`src/rtl/fetch_pkg.sv`:
```
// rtl/fetch_pkg.sv - shared constants and state encoding for the fetch stage
package fetch_pkg;

  localparam logic [31:0] NOP              = 32'h00000013;
  localparam logic [31:0] DEFAULT_RESET_PC = 32'h00000000;

  typedef enum logic [1:0] {
    ST_REQ  = 2'd0,
    ST_KILL = 2'd1,
    ST_HOLD = 2'd2
  } state_t;

endpackage

```
`src/rtl/fetch_if.sv`:
```
// rtl/fetch_if.sv - instruction memory request/response bus
interface fetch_if;

  logic        imem_req;
  logic [31:0] imem_addr;
  logic        imem_ack;
  logic [31:0] imem_data;

  modport master (
    output imem_req,
    output imem_addr,
    input  imem_ack,
    input  imem_data
  );

  modport slave (
    input  imem_req,
    input  imem_addr,
    output imem_ack,
    output imem_data
  );

endinterface

```
`src/rtl/fetch_buffer.sv`:
```
// rtl/fetch_buffer.sv - one-entry skid buffer for a word accepted while decode is stalled
module fetch_buffer (
  input  logic        clk,
  input  logic        rst,
  input  logic        i_load,
  input  logic        i_clear,
  input  logic [31:0] i_data,
  input  logic [31:0] i_pc,
  output logic [31:0] o_data,
  output logic [31:0] o_pc,
  output logic        o_full
);

  logic [31:0] r_data;
  logic [31:0] r_pc;
  logic        r_full;

  always_ff @(posedge clk or negedge rst) begin
    if (!rst) begin
      r_data <= '0;
      r_pc   <= '0;
      r_full <= 1'b0;
    end else if (i_clear) begin
      r_full <= 1'b0;
    end else if (i_load) begin
      r_data <= i_data;
      r_pc   <= i_pc;
      r_full <= 1'b1;
    end
  end

  assign o_data = r_data;
  assign o_pc   = r_pc;
  assign o_full = r_full;

endmodule

```
`src/rtl/fetch.sv`:
```
// rtl/fetch.sv - instruction fetch stage: PC sequencing, memory handshake, redirect and stall handling
module fetch
  import fetch_pkg::*;
#(
  parameter logic [31:0] RESET_PC = DEFAULT_RESET_PC
) (
  input  logic        clk,
  input  logic        rst,
  input  logic        hlt,
  input  logic        redirect,
  input  logic [31:0] target,
  fetch_if.master     imem,
  output logic [31:0] instruction,
  output logic [31:0] outpc
);

  state_t      r_state, w_state_nxt;
  logic [31:0] r_pc, w_pc_nxt;
  logic [31:0] r_stale, w_stale_nxt;
  logic [31:0] r_instr, w_instr_nxt;
  logic [31:0] r_outpc, w_outpc_nxt;
  logic [31:0] w_target;
  logic        w_buf_load, w_buf_clear, w_buf_full;
  logic [31:0] w_buf_data, w_buf_pc;

  fetch_buffer u_buf (
    .clk     (clk),
    .rst     (rst),
    .i_load  (w_buf_load),
    .i_clear (w_buf_clear),
    .i_data  (imem.imem_data),
    .i_pc    (r_pc),
    .o_data  (w_buf_data),
    .o_pc    (w_buf_pc),
    .o_full  (w_buf_full)
  );

  // KILL keeps presenting the abandoned address until the memory acks it.
  assign imem.imem_req  = rst && (r_state != ST_HOLD);
  assign imem.imem_addr = (r_state == ST_KILL) ? r_stale : r_pc;
  assign w_target       = target & 32'hFFFF_FFFC;

  always_comb begin
    w_state_nxt = r_state;
    w_pc_nxt    = r_pc;
    w_stale_nxt = r_stale;
    w_instr_nxt = r_instr;
    w_outpc_nxt = r_outpc;
    w_buf_load  = 1'b0;
    w_buf_clear = 1'b0;
    case (r_state)
      ST_REQ: begin
        if (redirect) begin
          w_pc_nxt    = w_target;
          w_buf_clear = 1'b1;
          if (!imem.imem_ack) begin
            w_state_nxt = ST_KILL;
            w_stale_nxt = r_pc;
          end
          if (!hlt) begin
            w_instr_nxt = NOP;
            w_outpc_nxt = r_pc;
          end
        end else if (imem.imem_ack) begin
          w_pc_nxt = r_pc + 32'd4;
          if (hlt) begin
            w_buf_load  = 1'b1;
            w_state_nxt = ST_HOLD;
          end else begin
            w_instr_nxt = imem.imem_data;
            w_outpc_nxt = r_pc;
          end
        end else if (!hlt) begin
          w_instr_nxt = NOP;
          w_outpc_nxt = r_pc;
        end
      end
      ST_KILL: begin
        if (redirect) begin
          w_pc_nxt    = w_target;
          w_buf_clear = 1'b1;
        end
        if (imem.imem_ack) w_state_nxt = ST_REQ;
        if (!hlt) begin
          w_instr_nxt = NOP;
          w_outpc_nxt = r_pc;
        end
      end
      ST_HOLD: begin
        if (redirect) begin
          w_pc_nxt    = w_target;
          w_buf_clear = 1'b1;
          w_state_nxt = ST_REQ;
          if (!hlt) begin
            w_instr_nxt = NOP;
            w_outpc_nxt = r_pc;
          end
        end else if (!w_buf_full) begin
          w_state_nxt = ST_REQ;
        end else if (!hlt) begin
          w_instr_nxt = w_buf_data;
          w_outpc_nxt = w_buf_pc;
          w_buf_clear = 1'b1;
          w_state_nxt = ST_REQ;
        end
      end
      default: w_state_nxt = ST_REQ;
    endcase
  end

  always_ff @(posedge clk or negedge rst) begin
    if (!rst) begin
      r_state <= ST_REQ;
      r_pc    <= RESET_PC;
      r_stale <= RESET_PC;
      r_instr <= NOP;
      r_outpc <= '0;
    end else begin
      r_state <= w_state_nxt;
      r_pc    <= w_pc_nxt;
      r_stale <= w_stale_nxt;
      r_instr <= w_instr_nxt;
      r_outpc <= w_outpc_nxt;
    end
  end

  assign instruction = r_instr;
  assign outpc       = r_outpc;

endmodule

```
`src/flat_wrapper.sv`:
```
// flat-port wrapper written by rule: the top's interface ports become plain ports
module fetch_flat import fetch_pkg::*;
#(
  parameter logic [31:0] RESET_PC = DEFAULT_RESET_PC
)
  (clk, rst, hlt, redirect, target, instruction, outpc, imem_imem_req, imem_imem_addr, imem_imem_ack, imem_imem_data);
  fetch_if imem_i ();
  input  logic clk;
  input  logic rst;
  input  logic hlt;
  input  logic redirect;
  input  logic [31:0] target;
  output logic [31:0] instruction;
  output logic [31:0] outpc;
  output wire logic [$bits(imem_i.imem_req)-1:0] imem_imem_req;
  output wire logic [$bits(imem_i.imem_addr)-1:0] imem_imem_addr;
  input wire logic [$bits(imem_i.imem_ack)-1:0] imem_imem_ack;
  input wire logic [$bits(imem_i.imem_data)-1:0] imem_imem_data;
  assign imem_imem_req = imem_i.imem_req;
  assign imem_imem_addr = imem_i.imem_addr;
  assign imem_i.imem_ack = imem_imem_ack;
  assign imem_i.imem_data = imem_imem_data;
  fetch #(.RESET_PC(RESET_PC)) u_core (.clk(clk), .rst(rst), .hlt(hlt), .redirect(redirect), .target(target), .imem(imem_i), .instruction(instruction), .outpc(outpc));
endmodule
```
`config.mk`:
```
export PLATFORM = sky130hd
export DESIGN_NAME = fetch_flat
export DESIGN_NICKNAME = d
export VERILOG_FILES = /design/src/rtl/fetch_pkg.sv /design/src/rtl/fetch_if.sv /design/src/rtl/fetch_buffer.sv /design/src/rtl/fetch.sv /design/src/flat_wrapper.sv
export SDC_FILE = /design/constraint.sdc
export NUM_CORES = 1
export LEC_CHECK = 0
export BUFFER_PORTS_ARGS = -buffer_cell sky130_fd_sc_hd__clkbuf_2
export CAP_MARGIN = 20
export CORE_UTILIZATION = 41
export DETAILED_ROUTE_END_ITERATION = 10
export GPL_TIMING_DRIVEN = 0
export PLACE_DENSITY = 0.71
export SLEW_MARGIN = 0
export SYNTH_ARGS = -nofsm -noshare
export SYNTH_HDL_FRONTEND = slang
export SYNTH_HIERARCHICAL = 1
export SYNTH_SLANG_ARGS = --single-unit
```
`constraint.sdc`:
```
create_clock -name clk -period 3 [get_ports clk]
set_input_delay 0.6 -clock clk [delete_from_list [all_inputs] [get_ports clk]]
set_output_delay 0.6 -clock clk [all_outputs]
set_load 0.02 [all_outputs]
```
Word-level counts from Yosys, hierarchy flattened:

Index checks and enable logic that the tools add are counted.

* flip-flop bits (word level): 195
* input bits: 69
* logic and storage cells: 75

* add/sub/neg operators: 1
* equal/unequal tests: 12
* muxes and demuxes: 38
* bitwise gates (word level): 2
* reductions and logical operators: 14

Operators with widths (count)
* 32-bit 2-to-1 mux: 15
* 32-bit one-hot mux with 2 select lines: 2
* 32-bit one-hot mux with 3 select lines: 1
* 32-bit by 3-bit adder with 32-bit output, second input constant: 1
* 2-bit 2-to-1 mux: 8
* 3-bit != test, second input constant: 5
* 1-bit 2-to-1 mux: 10
* 3-bit AND reduction: 3
* 4-bit != test, second input constant: 2
* 2-bit one-hot mux with 3 select lines: 1
* 2-bit nonzero test: 3
* 5-bit AND reduction: 1
* 2-bit != test, second input constant: 2
* 4-bit AND reduction: 1
* 2-bit OR reduction: 2
* 3-bit nonzero test: 1
* 2-bit by 1-bit == test with 1-bit output, second input constant: 1
* 2-bit == test, second input constant: 1
* 2-bit zero test: 1
* 2-bit by 1-bit != test with 1-bit output, second input constant: 1
* 1-bit NOT: 2
* 1-bit one-hot mux with 2 select lines: 1
* 2-bit AND reduction: 1
* 1-bit logical AND: 1

Logic depth before layout (Yosys ltp):

Gate-level depths: netlist of the first run.

* depth after elaboration: 6
* gate-level depth with buffers: 11
* gate-level depth less buffers: 7

Hierarchy:

The synthesis of the first run kept the hierarchy.

Modules (own cells, without submodules)
* fetch: times used 1, cells each 655, area an instance 6627.6 um^2
* fetch_buffer: times used 1, cells each 139, area an instance 2733.9 um^2

Least setup slack after synthesis of the first run:

No wires, ideal clock.

* path kind: reg2reg
* from: reg u_core.r_state[1]
* to: reg u_core.u_buf.r_data[0] (netlist: u_core/u_buf/o_data[0])
* setup time: 125 ps
* data arrival time: 2276 ps
* data required time: 2875 ps
* slack: 599 ps
* cell stages (with the launch flop): 11
* buffers on the path: 4
* clock period less this slack: 2401 ps
* cells stage by stage: dfrtp_1 > inv_1 > ha_1 > clkbuf_1 > buf_1 > nor3_1 > nor3_1 > nor2b_4 > buf_12 > buf_12 > mux2_4

* longest elaborated chain between the ends: 5
* elaborated cells between the ends (all ways): 8
* classes of those cells: 2 x eq/ne; 2 x mux; 1 x bitwise; 3 x reduce/logical

Ends and longest elaborated chain
* start: declaration: RTL line fetch.sv:17 `state_t r_state, w_state_nxt;`
* start signal: assignment: RTL line fetch.sv:119 `r_state <= w_state_nxt;`
* 2-bit by 1-bit == test with 1-bit output / 2-bit zero test (equally long branches): RTL line fetch.sv:51 `case (r_state)`
* 2-bit OR reduction (no source line)
* 1-bit one-hot mux with 2 select lines (*): RTL line fetch.sv:51
* net u_core.w_buf_clear: RTL line fetch.sv:23 `logic w_buf_load, w_buf_clear, w_buf_full;`
* 1-bit NOT (no source line) (*)
* 2-bit AND reduction (no source line) (*)
* end signal: assignment: RTL line fetch_buffer.sv:26 `r_data <= i_data;`
* end: declaration: RTL line fetch_buffer.sv:14 `logic [31:0] r_data;`

Mark *: on every way through the listed nets, which the timed path passes. The rest lies on a longest branch.
A chain may end at the register's enable or synchronous reset.

Worst setup path after layout of the first run:

* from: reg u_core.r_state[1]
* to: out imem_imem_addr[26]

* longest elaborated chain between the ends: 2

Ends and longest elaborated chain
* 2-bit by 1-bit == test with 1-bit output: RTL line fetch.sv:40 `assign imem.imem_addr = (r_state == ST_KILL) ? r_stale : r_pc;`
* 32-bit 2-to-1 mux: RTL line fetch.sv:40
* end: declaration: RTL line flat_wrapper.sv:16 `output wire logic [$bits(imem_i.imem_addr)-1:0] imem_imem_addr;`

Every way passes these cells.

==> impl_results.html, run 1 <==
<table>
<tr><th>Metric</th><th>Value</th></tr>
<tr><th colspan="2">Timing</th></tr>
<tr><td>Clock skew after layout</td><td>0.0167 ns</td></tr>
<tr><td>Final WS setup</td><td>0.137 ns</td></tr>
<tr><td>Aggregate negative setup slack</td><td>0 ns</td></tr>
<tr><td>Final setup violation count</td><td>0</td></tr>
<tr><td>Final hold violation count</td><td>0</td></tr>
<tr><td>Unrepaired setup endpoints after global routing</td><td>no</td></tr>
<tr><td>Number of max-slew violations in the final report</td><td>0</td></tr>
<tr><td>Post-route minimum period</td><td>2.86 ns</td></tr>
<tr><td>Peak Freq</td><td>349 MHz</td></tr>
<tr><td>Pin slew with the least headroom to its limit</td><td>0.827 ns</td></tr>
<tr><td>Share of the cycle needed by the critical path after routing</td><td>95.4%</td></tr>
<tr><td>Headroom to the max-slew limit</td><td>44.6%</td></tr>
<tr><th colspan="2">Clocking</th></tr>
<tr><td>Clk root buf</td><td>sky130_fd_sc_hd__clkbuf_16</td></tr>
<tr><td>Post-CTS Setup Inserts</td><td>0</td></tr>
<tr><td>Num CTS Buffers</td><td>17</td></tr>
<tr><td>CTS tree</td><td>built</td></tr>
<tr><td>Clk slew on worst S/H paths</td><td>0.08 ns</td></tr>
<tr><td>Clk sinks</td><td>191</td></tr>
<tr><td>Clock Path Buffers</td><td>2</td></tr>
<tr><td>Worst-Skew Late Latency</td><td>0.44 ns</td></tr>
<tr><td>H-tree levels</td><td>4</td></tr>
<tr><th colspan="2">Floorplan</th></tr>
<tr><td>Core ar.</td><td>22,100 um2</td></tr>
<tr><td>Initial Utilization</td><td>42.4%</td></tr>
<tr><td>Width of the chip</td><td>153 um</td></tr>
<tr><td>DIE AREA</td><td>23,400 um2</td></tr>
<tr><td>Boundary pin count</td><td>166</td></tr>
<tr><td>Die Y-Extent</td><td>153 um</td></tr>
<tr><td>Number of cell rows</td><td>54</td></tr>
<tr><th colspan="2">Pwr</th></tr>
<tr><td>Leakage power summed over all cells</td><td>5.03 nW</td></tr>
<tr><td>Sequential fraction of design power</td><td>35.0%</td></tr>
<tr><td>Clock power frac</td><td>16.9%</td></tr>
<tr><td>Switching component of the power</td><td>0.00591 W</td></tr>
<tr><td>Internal portion of total power</td><td>0.00775 W</td></tr>
<tr><td>Comb pwr share</td><td>48.1%</td></tr>
<tr><td>Largest voltage drop on the vdd net</td><td>0.589 mV</td></tr>
<tr><td>Sw Share</td><td>43.2%</td></tr>
<tr><td>Ratio of total power to cell area</td><td>1220 nW/um2</td></tr>
<tr><th colspan="2">Outcome</th></tr>
<tr><td>Outcome</td><td>completed</td></tr>
<tr><th colspan="2">Global route</th></tr>
<tr><td>Number of global-route vias before repair</td><td>7,094</td></tr>
<tr><td>Antenna violations before repair</td><td>0</td></tr>
<tr><td>Total grt overflow</td><td>0</td></tr>
<tr><td>Wire length of the first global-routing pass</td><td>40,000 um</td></tr>
<tr><td>Maximum number of pins on one net before global-route repair</td><td>112</td></tr>
<tr><td>Total global routing track utilization</td><td>21.8%</td></tr>
<tr><th colspan="2">Detailed routing</th></tr>
<tr><td>Detailed-route DRC error count</td><td>0</td></tr>
<tr><td>Detailed-routed wire length on met3</td><td>1500 um</td></tr>
<tr><td>Count of nets left with antenna violations after detail routing</td><td>0</td></tr>
<tr><td>Total routed wirelength</td><td>25,100 um</td></tr>
<tr><td>Routed vias/inst</td><td>5.68</td></tr>
<tr><td>Routed length on met1</td><td>11,400 um</td></tr>
<tr><td>Met2 routed WL</td><td>11,800 um</td></tr>
<tr><td>Routed length per instance</td><td>19.7 um</td></tr>
<tr><td>Highest signal layer in the routed design</td><td>met4</td></tr>
<tr><td>Drt initial violations</td><td>487</td></tr>
<tr><td>Detailed Routing Iterations Pass 1</td><td>5</td></tr>
<tr><td>Via count</td><td>7,225</td></tr>
<tr><th colspan="2">Synthesis</th></tr>
<tr><td>Fraction of post-synthesis cell area in the top cell type by area</td><td>50.3%</td></tr>
<tr><td>Synthesized area</td><td>9360 um2</td></tr>
<tr><td>Synth Warn #</td><td>6</td></tr>
<tr><td>Predominant post-synthesis flop cell</td><td>sky130_fd_sc_hd__dfrtp_1</td></tr>
<tr><td>Post-Syn Instances</td><td>794</td></tr>
<tr><td>Share of synthesized registers carrying an async set or reset</td><td>100%</td></tr>
<tr><td>Count of unique library cells instantiated by Yosys</td><td>65</td></tr>
<tr><td>Sequential area share after synthesis</td><td>51.1%</td></tr>
<tr><td>Number of synthesized register bits</td><td>191</td></tr>
<tr><td>Leading cell types by total area after synthesis</td><td>sky130_fd_sc_hd__dfrtp_1 (50%), sky130_fd_sc_hd__mux2_4 (9.6%), sky130_fd_sc_hd__mux2_2 (6.0%), sky130_fd_sc_hd__a22oi_1 (4.7%), sky130_fd_sc_hd__o21ai_0 (2.7%)</td></tr>
<tr><td>Post-synthesis area per instance</td><td>11.8 um2</td></tr>
<tr><td>Largest area contributor in the netlist</td><td>sky130_fd_sc_hd__dfrtp_1</td></tr>
<tr><td>Number of synthesized flops with an enable pin</td><td>0</td></tr>
<tr><th colspan="2">Layout</th></tr>
<tr><td>Layout cells sized above 1</td><td>37.0%</td></tr>
<tr><td>Post-synthesis to final-layout area growth</td><td>20.0%</td></tr>
<tr><td>Antenna diode count</td><td>0</td></tr>
<tr><td>Count of nets after finishing</td><td>1,053</td></tr>
<tr><th colspan="2">Critical path</th></tr>
<tr><td>Data arrival, critical path</td><td>2.26 ns</td></tr>
<tr><td>Last element of the critical path</td><td>imem_imem_addr[26]</td></tr>
<tr><td>Kind of start point of the critical path</td><td>flop</td></tr>
<tr><td>Internal reg-to-reg setup slack</td><td>0.25 ns</td></tr>
<tr><td>Depth of the most critical reg-to-reg path</td><td>8</td></tr>
<tr><td>Worst flop-to-flop path startpoint</td><td>u_core/r_state[0]</td></tr>
<tr><td>Type of destination of the critical path</td><td>primary output</td></tr>
<tr><td>Crit Path Class</td><td>reg -&gt; out</td></tr>
<tr><td>Worst setup path startpoint</td><td>u_core/r_state[1]</td></tr>
<tr><td>Endpoint of the most critical register-to-register path</td><td>u_core/instruction[21]</td></tr>
<tr><td>Crit path required time</td><td>2.40 ns</td></tr>
<tr><td>Biggest fanout along the worst timing path</td><td>10</td></tr>
<tr><th colspan="2">Placed design</th></tr>
<tr><td>HPWL Detailed</td><td>17,200 um</td></tr>
<tr><td>DP Worst Slack</td><td>0.133 ns</td></tr>
<tr><td>Placer Congestion</td><td>0.875</td></tr>
<tr><td>Count of buffers inserted at the top-level ports</td><td>160</td></tr>
<tr><th colspan="2">Hold path</th></tr>
<tr><td>Kind of path behind the tightest hold check</td><td>in -&gt; reg</td></tr>
<tr><th colspan="2">Job</th></tr>
<tr><td>Maximum capacitance violations</td><td>0</td></tr>
</table>
-- area by class of cell --
class                      count  area [um2]
clock inverter                15         185
tap                          280         350
fill                        1962       10900
timing repair buffer         164         900
multi-input combinational    527        4110
clock buffer                  17         425
sequential                   191        4780
inverter                       7        26.3
buffer                        71         454
-- Yosys cell counts, drive strengths merged (5+ instances only) --
library cell,count
and3,8
buf,46
a2bb2oi,9
nor2,29
ha,5
nand2,66
a22oi,59
o2bb2ai,29
nor3,8
o22ai,11
a21oi,37
a211oi,7
clkbuf,26
mux2,120
o21ai,54
o32ai,6
nand3,20
inv,7
dfrtp,188
-- routing by layer --
metal,vias up,global-route usage [%]
li1,3307,-
met1,3580,30.3
met2,312,34.3
met3,26,4.39
met4,0,6.59
met5,-,0
-- cell usage in the layout (no fill, tap or decap), types with 8 or more instances in the layout --
master and n:
sky130_fd_sc_hd__dfrtp_1 188, sky130_fd_sc_hd__clkbuf_2 159, sky130_fd_sc_hd__nand2_1 66, sky130_fd_sc_hd__mux2_4 60, sky130_fd_sc_hd__a22oi_1 59, sky130_fd_sc_hd__o21ai_0 51, sky130_fd_sc_hd__mux2_2 50, sky130_fd_sc_hd__a21oi_1 35
sky130_fd_sc_hd__o2bb2ai_1 29, sky130_fd_sc_hd__nor2_1 29, sky130_fd_sc_hd__buf_2 26, sky130_fd_sc_hd__clkbuf_1 25, sky130_fd_sc_hd__clkbuf_16 18, sky130_fd_sc_hd__nand3_1 18, sky130_fd_sc_hd__o22ai_1 11, sky130_fd_sc_hd__mux2_1 10
sky130_fd_sc_hd__buf_4 9, sky130_fd_sc_hd__nor3_1 8, sky130_fd_sc_hd__a2bb2oi_1 8, sky130_fd_sc_hd__and3_1 8
-- kinds of logic after synthesis --
family	synth area share [%]
flip-flops	51.1
AO/OA/AOI/OAI	17.4
buffers and inverters	5.11
adder cells (fa/ha/maj)	0.668
AND/OR/NAND/NOR	8.49
other	0.0401
multiplexers	17.2
-- worst min-delay path by stage --
stage,slack [ns],startpoint,cells past startpoint,end
after CTS,0.39,imem_imem_data[11],2,u_core/u_buf/o_data[11]
after global placement,0.46,u_core/outpc[2],2,u_core/outpc[2]
final,0.41,imem_imem_data[11],2,u_core/u_buf/o_data[11]
after global routing,0.40,imem_imem_data[11],2,u_core/u_buf/o_data[11]
after detailed placement,0.43,rst,1,u_core/u_buf/o_data[23]
after floorplan,0.30,rst,0,u_core/instruction[10]
-- critical path: stages (launching register included) --
cell and delay (ns):
sky130_fd_sc_hd__dfrtp_1 0.43, sky130_fd_sc_hd__inv_1 0.10, sky130_fd_sc_hd__ha_1 0.39, sky130_fd_sc_hd__buf_2 0.36, sky130_fd_sc_hd__mux2_2 0.39, sky130_fd_sc_hd__clkbuf_2 0.16
-- power by group through the flow --
stage	Sequential, W	Clock (W)	Combinational (W)
finish	0.00478	0.00231	0.00658
global route	0.00494	0.00245	0.00711
floorplan	0.00505	0	0.00419
global placement	0.00474	0	0.00641
detailed placement	0.00479	0	0.00653
CTS	0.00476	0.00235	0.00657
-- flip-flops by register name (all words and copies together), names as in the netlist --
signal               count
u_core/instruction      32
u_core/outpc            32
u_core/u_buf/o_data     32
u_core/u_buf/o_pc       32
u_core/r_pc             30
u_core/r_stale          30
u_core/r_state           2
u_core/u_buf/o_full      1
-- metrics by stage --
stage | instances | hold slack, ns | power, W | utilization (%) | area, um2
2_1_floorplan | 797 | 0.304 | 0.00924 | - | 9370
5_1_grt | 1272 | 0.396 | 0.0145 | 50.9 | 11200
3_3_place_gp | 1237 | 0.463 | 0.0111 | 47.6 | 10500
3_5_place_dp | 1239 | 0.429 | 0.0113 | 47.9 | 10600
4_1_cts | 1271 | 0.389 | 0.0137 | 50.7 | 11200
6_report | 1272 | 0.409 | 0.0137 | 50.9 | 11200
-- repair_timing --
| action | in CTS | in global routing |
|---|---|---|
| hold endpoints to repair | 5 | 0 |
| endpoints found under the setup margin | 25 | 1 |
| hold buffers | 1 | 0 |
| resized for setup | 4 | 0 |
| gates cloned | 0 | 1 |
(Power assumes the default switching activity.)
==> run 2, diff against run 1 <==
Settings changed: GPL_TIMING_DRIVEN 0 to unset, PLACE_DENSITY 0.71 to unset.
==> impl_results.html, run 2 (synthesis gave the netlist of run 1 again) <==
<table>
<tr><th>Metric</th><th>Value</th></tr>
<tr><th colspan="2">Clocking</th></tr>
<tr><td>Clk slew on worst S/H paths</td><td>0.08 ns</td></tr>
<tr><td>Num CTS Buffers</td><td>17</td></tr>
<tr><td>Clock Path Buffers</td><td>2</td></tr>
<tr><td>Clk sinks</td><td>191</td></tr>
<tr><td>CTS tree</td><td>built</td></tr>
<tr><td>Clk root buf</td><td>sky130_fd_sc_hd__clkbuf_16</td></tr>
<tr><td>H-tree levels</td><td>4</td></tr>
<tr><td>Worst-Skew Late Latency</td><td>0.44 ns</td></tr>
<tr><th colspan="2">Timing</th></tr>
<tr><td>Pin slew with the least headroom to its limit</td><td>0.973 ns</td></tr>
<tr><td>Peak Freq</td><td>366 MHz</td></tr>
<tr><td>Aggregate negative setup slack</td><td>0 ns</td></tr>
<tr><td>Post-route minimum period</td><td>2.73 ns</td></tr>
<tr><td>Final setup violation count</td><td>0</td></tr>
<tr><td>Unrepaired setup endpoints after global routing</td><td>no</td></tr>
<tr><td>Number of max-slew violations in the final report</td><td>0</td></tr>
<tr><td>Clock skew after layout</td><td>0.0125 ns</td></tr>
<tr><td>Share of the cycle needed by the critical path after routing</td><td>91.0%</td></tr>
<tr><td>Headroom to the max-slew limit</td><td>35.1%</td></tr>
<tr><td>Tightest hold margin</td><td>0.406 ns</td></tr>
<tr><td>Final WS setup</td><td>0.269 ns</td></tr>
<tr><td>Final hold violation count</td><td>0</td></tr>
<tr><th colspan="2">Critical path</th></tr>
<tr><td>Biggest fanout along the worst timing path</td><td>13</td></tr>
<tr><td>Crit Path Class</td><td>reg -&gt; out</td></tr>
<tr><td>Kind of start point of the critical path</td><td>flop</td></tr>
<tr><td>Data arrival, critical path</td><td>2.13 ns</td></tr>
<tr><td>Internal reg-to-reg setup slack</td><td>0.57 ns</td></tr>
<tr><td>Last element of the critical path</td><td>imem_imem_addr[13]</td></tr>
<tr><td>Type of destination of the critical path</td><td>primary output</td></tr>
<tr><td>Depth of the most critical reg-to-reg path</td><td>8</td></tr>
<tr><td>Worst setup path startpoint</td><td>u_core/r_state[1]</td></tr>
<tr><td>Worst flop-to-flop path startpoint</td><td>u_core/r_state[0]</td></tr>
<tr><td>Crit path required time</td><td>2.40 ns</td></tr>
<tr><td>Endpoint of the most critical register-to-register path</td><td>u_core/r_pc[31]</td></tr>
<tr><th colspan="2">Hold path</th></tr>
<tr><td>Depth of the worst hold-timing path</td><td>2</td></tr>
<tr><td>Kind of path behind the tightest hold check</td><td>in -&gt; reg</td></tr>
<tr><td>Min-Delay Startpoint</td><td>imem_imem_data[10]</td></tr>
<tr><th colspan="2">Global route</th></tr>
<tr><td>Number of global-route vias before repair</td><td>6,861</td></tr>
<tr><td>Antenna violations before repair</td><td>1</td></tr>
<tr><td>Total global routing track utilization</td><td>20.8%</td></tr>
<tr><td>Total grt overflow</td><td>0</td></tr>
<tr><td>Wire length of the first global-routing pass</td><td>38,200 um</td></tr>
<tr><td>Maximum number of pins on one net before global-route repair</td><td>76</td></tr>
<tr><th colspan="2">Placed design</th></tr>
<tr><td>Count of buffers inserted at the top-level ports</td><td>161</td></tr>
<tr><td>Placer Congestion</td><td>0.851</td></tr>
<tr><td>HPWL Detailed</td><td>15,500 um</td></tr>
<tr><td>DP Worst Slack</td><td>0.501 ns</td></tr>
<tr><td>Placed insts</td><td>1,193</td></tr>
<tr><th colspan="2">Detailed routing</th></tr>
<tr><td>Routed vias/inst</td><td>5.63</td></tr>
<tr><td>Detailed-route DRC error count</td><td>0</td></tr>
<tr><td>Detailed Routing Iterations Pass 1</td><td>5</td></tr>
<tr><td>Via count</td><td>6,900</td></tr>
<tr><td>Drt initial violations</td><td>445</td></tr>
<tr><td>Count of nets left with antenna violations after detail routing</td><td>0</td></tr>
<tr><td>Total routed wirelength</td><td>23,200 um</td></tr>
<tr><td>Routed length per instance</td><td>19.0 um</td></tr>
<tr><th colspan="2">Layout</th></tr>
<tr><td>Count of nets after finishing</td><td>1,007</td></tr>
<tr><td>Antenna diode count</td><td>0</td></tr>
<tr><td>Most common cell after layout, fill and taps aside</td><td>sky130_fd_sc_hd__dfrtp_1</td></tr>
<tr><td>Layout cells sized above 1</td><td>37.3%</td></tr>
<tr><td>Post-route core utilization</td><td>49.7%</td></tr>
<tr><td>Post-synthesis to final-layout area growth</td><td>17.2%</td></tr>
<tr><td>Commonest cells after routing, fill and taps aside</td><td>sky130_fd_sc_hd__dfrtp_1 (188), sky130_fd_sc_hd__clkbuf_2 (160), sky130_fd_sc_hd__nand2_1 (66)</td></tr>
<tr><td>Number of fill cells in the layout</td><td>2,060</td></tr>
<tr><td>Non-Filler Instances</td><td>1,226</td></tr>
<tr><th colspan="2">Floorplan</th></tr>
<tr><td>Core ar.</td><td>22,100 um2</td></tr>
<tr><td>Initial Utilization</td><td>42.4%</td></tr>
<tr><td>DIE AREA</td><td>23,400 um2</td></tr>
<tr><td>Width of the chip</td><td>153 um</td></tr>
<tr><td>Die Y-Extent</td><td>153 um</td></tr>
<tr><td>Boundary pin count</td><td>166</td></tr>
<tr><td>Number of cell rows</td><td>54</td></tr>
<tr><th colspan="2">Pwr</th></tr>
<tr><td>Largest voltage drop on the vdd net</td><td>0.554 mV</td></tr>
<tr><td>Leakage power summed over all cells</td><td>4.89 nW</td></tr>
<tr><td>Ratio of total power to cell area</td><td>1220 nW/um2</td></tr>
<tr><th colspan="2">Outcome</th></tr>
<tr><td>Outcome</td><td>completed</td></tr>
<tr><th colspan="2">Job</th></tr>
<tr><td>Maximum capacitance violations</td><td>0</td></tr>
</table>
run 2: cell count changes in the layout (fill, tap and decap cells not counted), sizes merged:
cell,before,now
bufinv,0,2
buf,48,27
clkbuf,203,179
clkinvlp,1,2
clkinv,8,2
inv,13,15
run 2: metrics by stage:
step / area (um2) / power (W)
floorplan: 9370 / 0.00924
global placement: 10400 / 0.0110
detailed placement: 10400 / 0.0111
CTS: 11000 / 0.0135
global route: 11000 / 0.0143
finish: 11000 / 0.0134
run 2: routing by layer:
layer	up-vias	track usage [%]	share of wire, %
met5	-	0	0.047
met4	2	5.00	1.2
met3	21	4.68	6.0
met2	222	32.1	45
met1	3435	29.5	48
li1	3220	-	-
run 2: critical path: stages (launching register included):
cell	delay, ns
sky130_fd_sc_hd__dfrtp_1	0.42
sky130_fd_sc_hd__inv_1	0.09
sky130_fd_sc_hd__ha_2	0.37
sky130_fd_sc_hd__buf_4	0.29
sky130_fd_sc_hd__mux2_2	0.37
sky130_fd_sc_hd__clkbuf_2	0.16
run 2: where the power goes:
part | switching (W) | internal [W] | total [W]
Combinational | 0.00343 | 0.00270 | 0.00614
Clock | 0.00106 | 0.00128 | 0.00234
Sequential | 0.00106 | 0.00387 | 0.00492
run 2: what timing repair did:
action	in CTS	in global routing
hold buffers	1	0
hold endpoints to repair	6	0
buffers inserted	0	0
setup endpoints to repair	0	10
gates resized for setup	0	1
run 2: cell type report:
class / instances / area, um2 / share of cell area, %
flip-flops and latches: 191 / 4780 / 43.6
multi-input cells: 527 / 4130 / 37.6
repair buffers: 189 / 1080 / 9.82
clock buffers: 18 / 439 / 4.00
well taps: 280 / 350 / 3.19
clock inverters: 14 / 168 / 1.53
inverters: 7 / 26.3 / 0.239
run 2: worst min path at each step:
stage                                         end
after CTS                  u_core/u_buf/o_data[9]
after global placement    u_core/u_buf/o_data[24]
after detailed placement   u_core/instruction[24]
after floorplan            u_core/instruction[10]
final                     u_core/u_buf/o_data[10]
after global routing      u_core/u_buf/o_data[10]
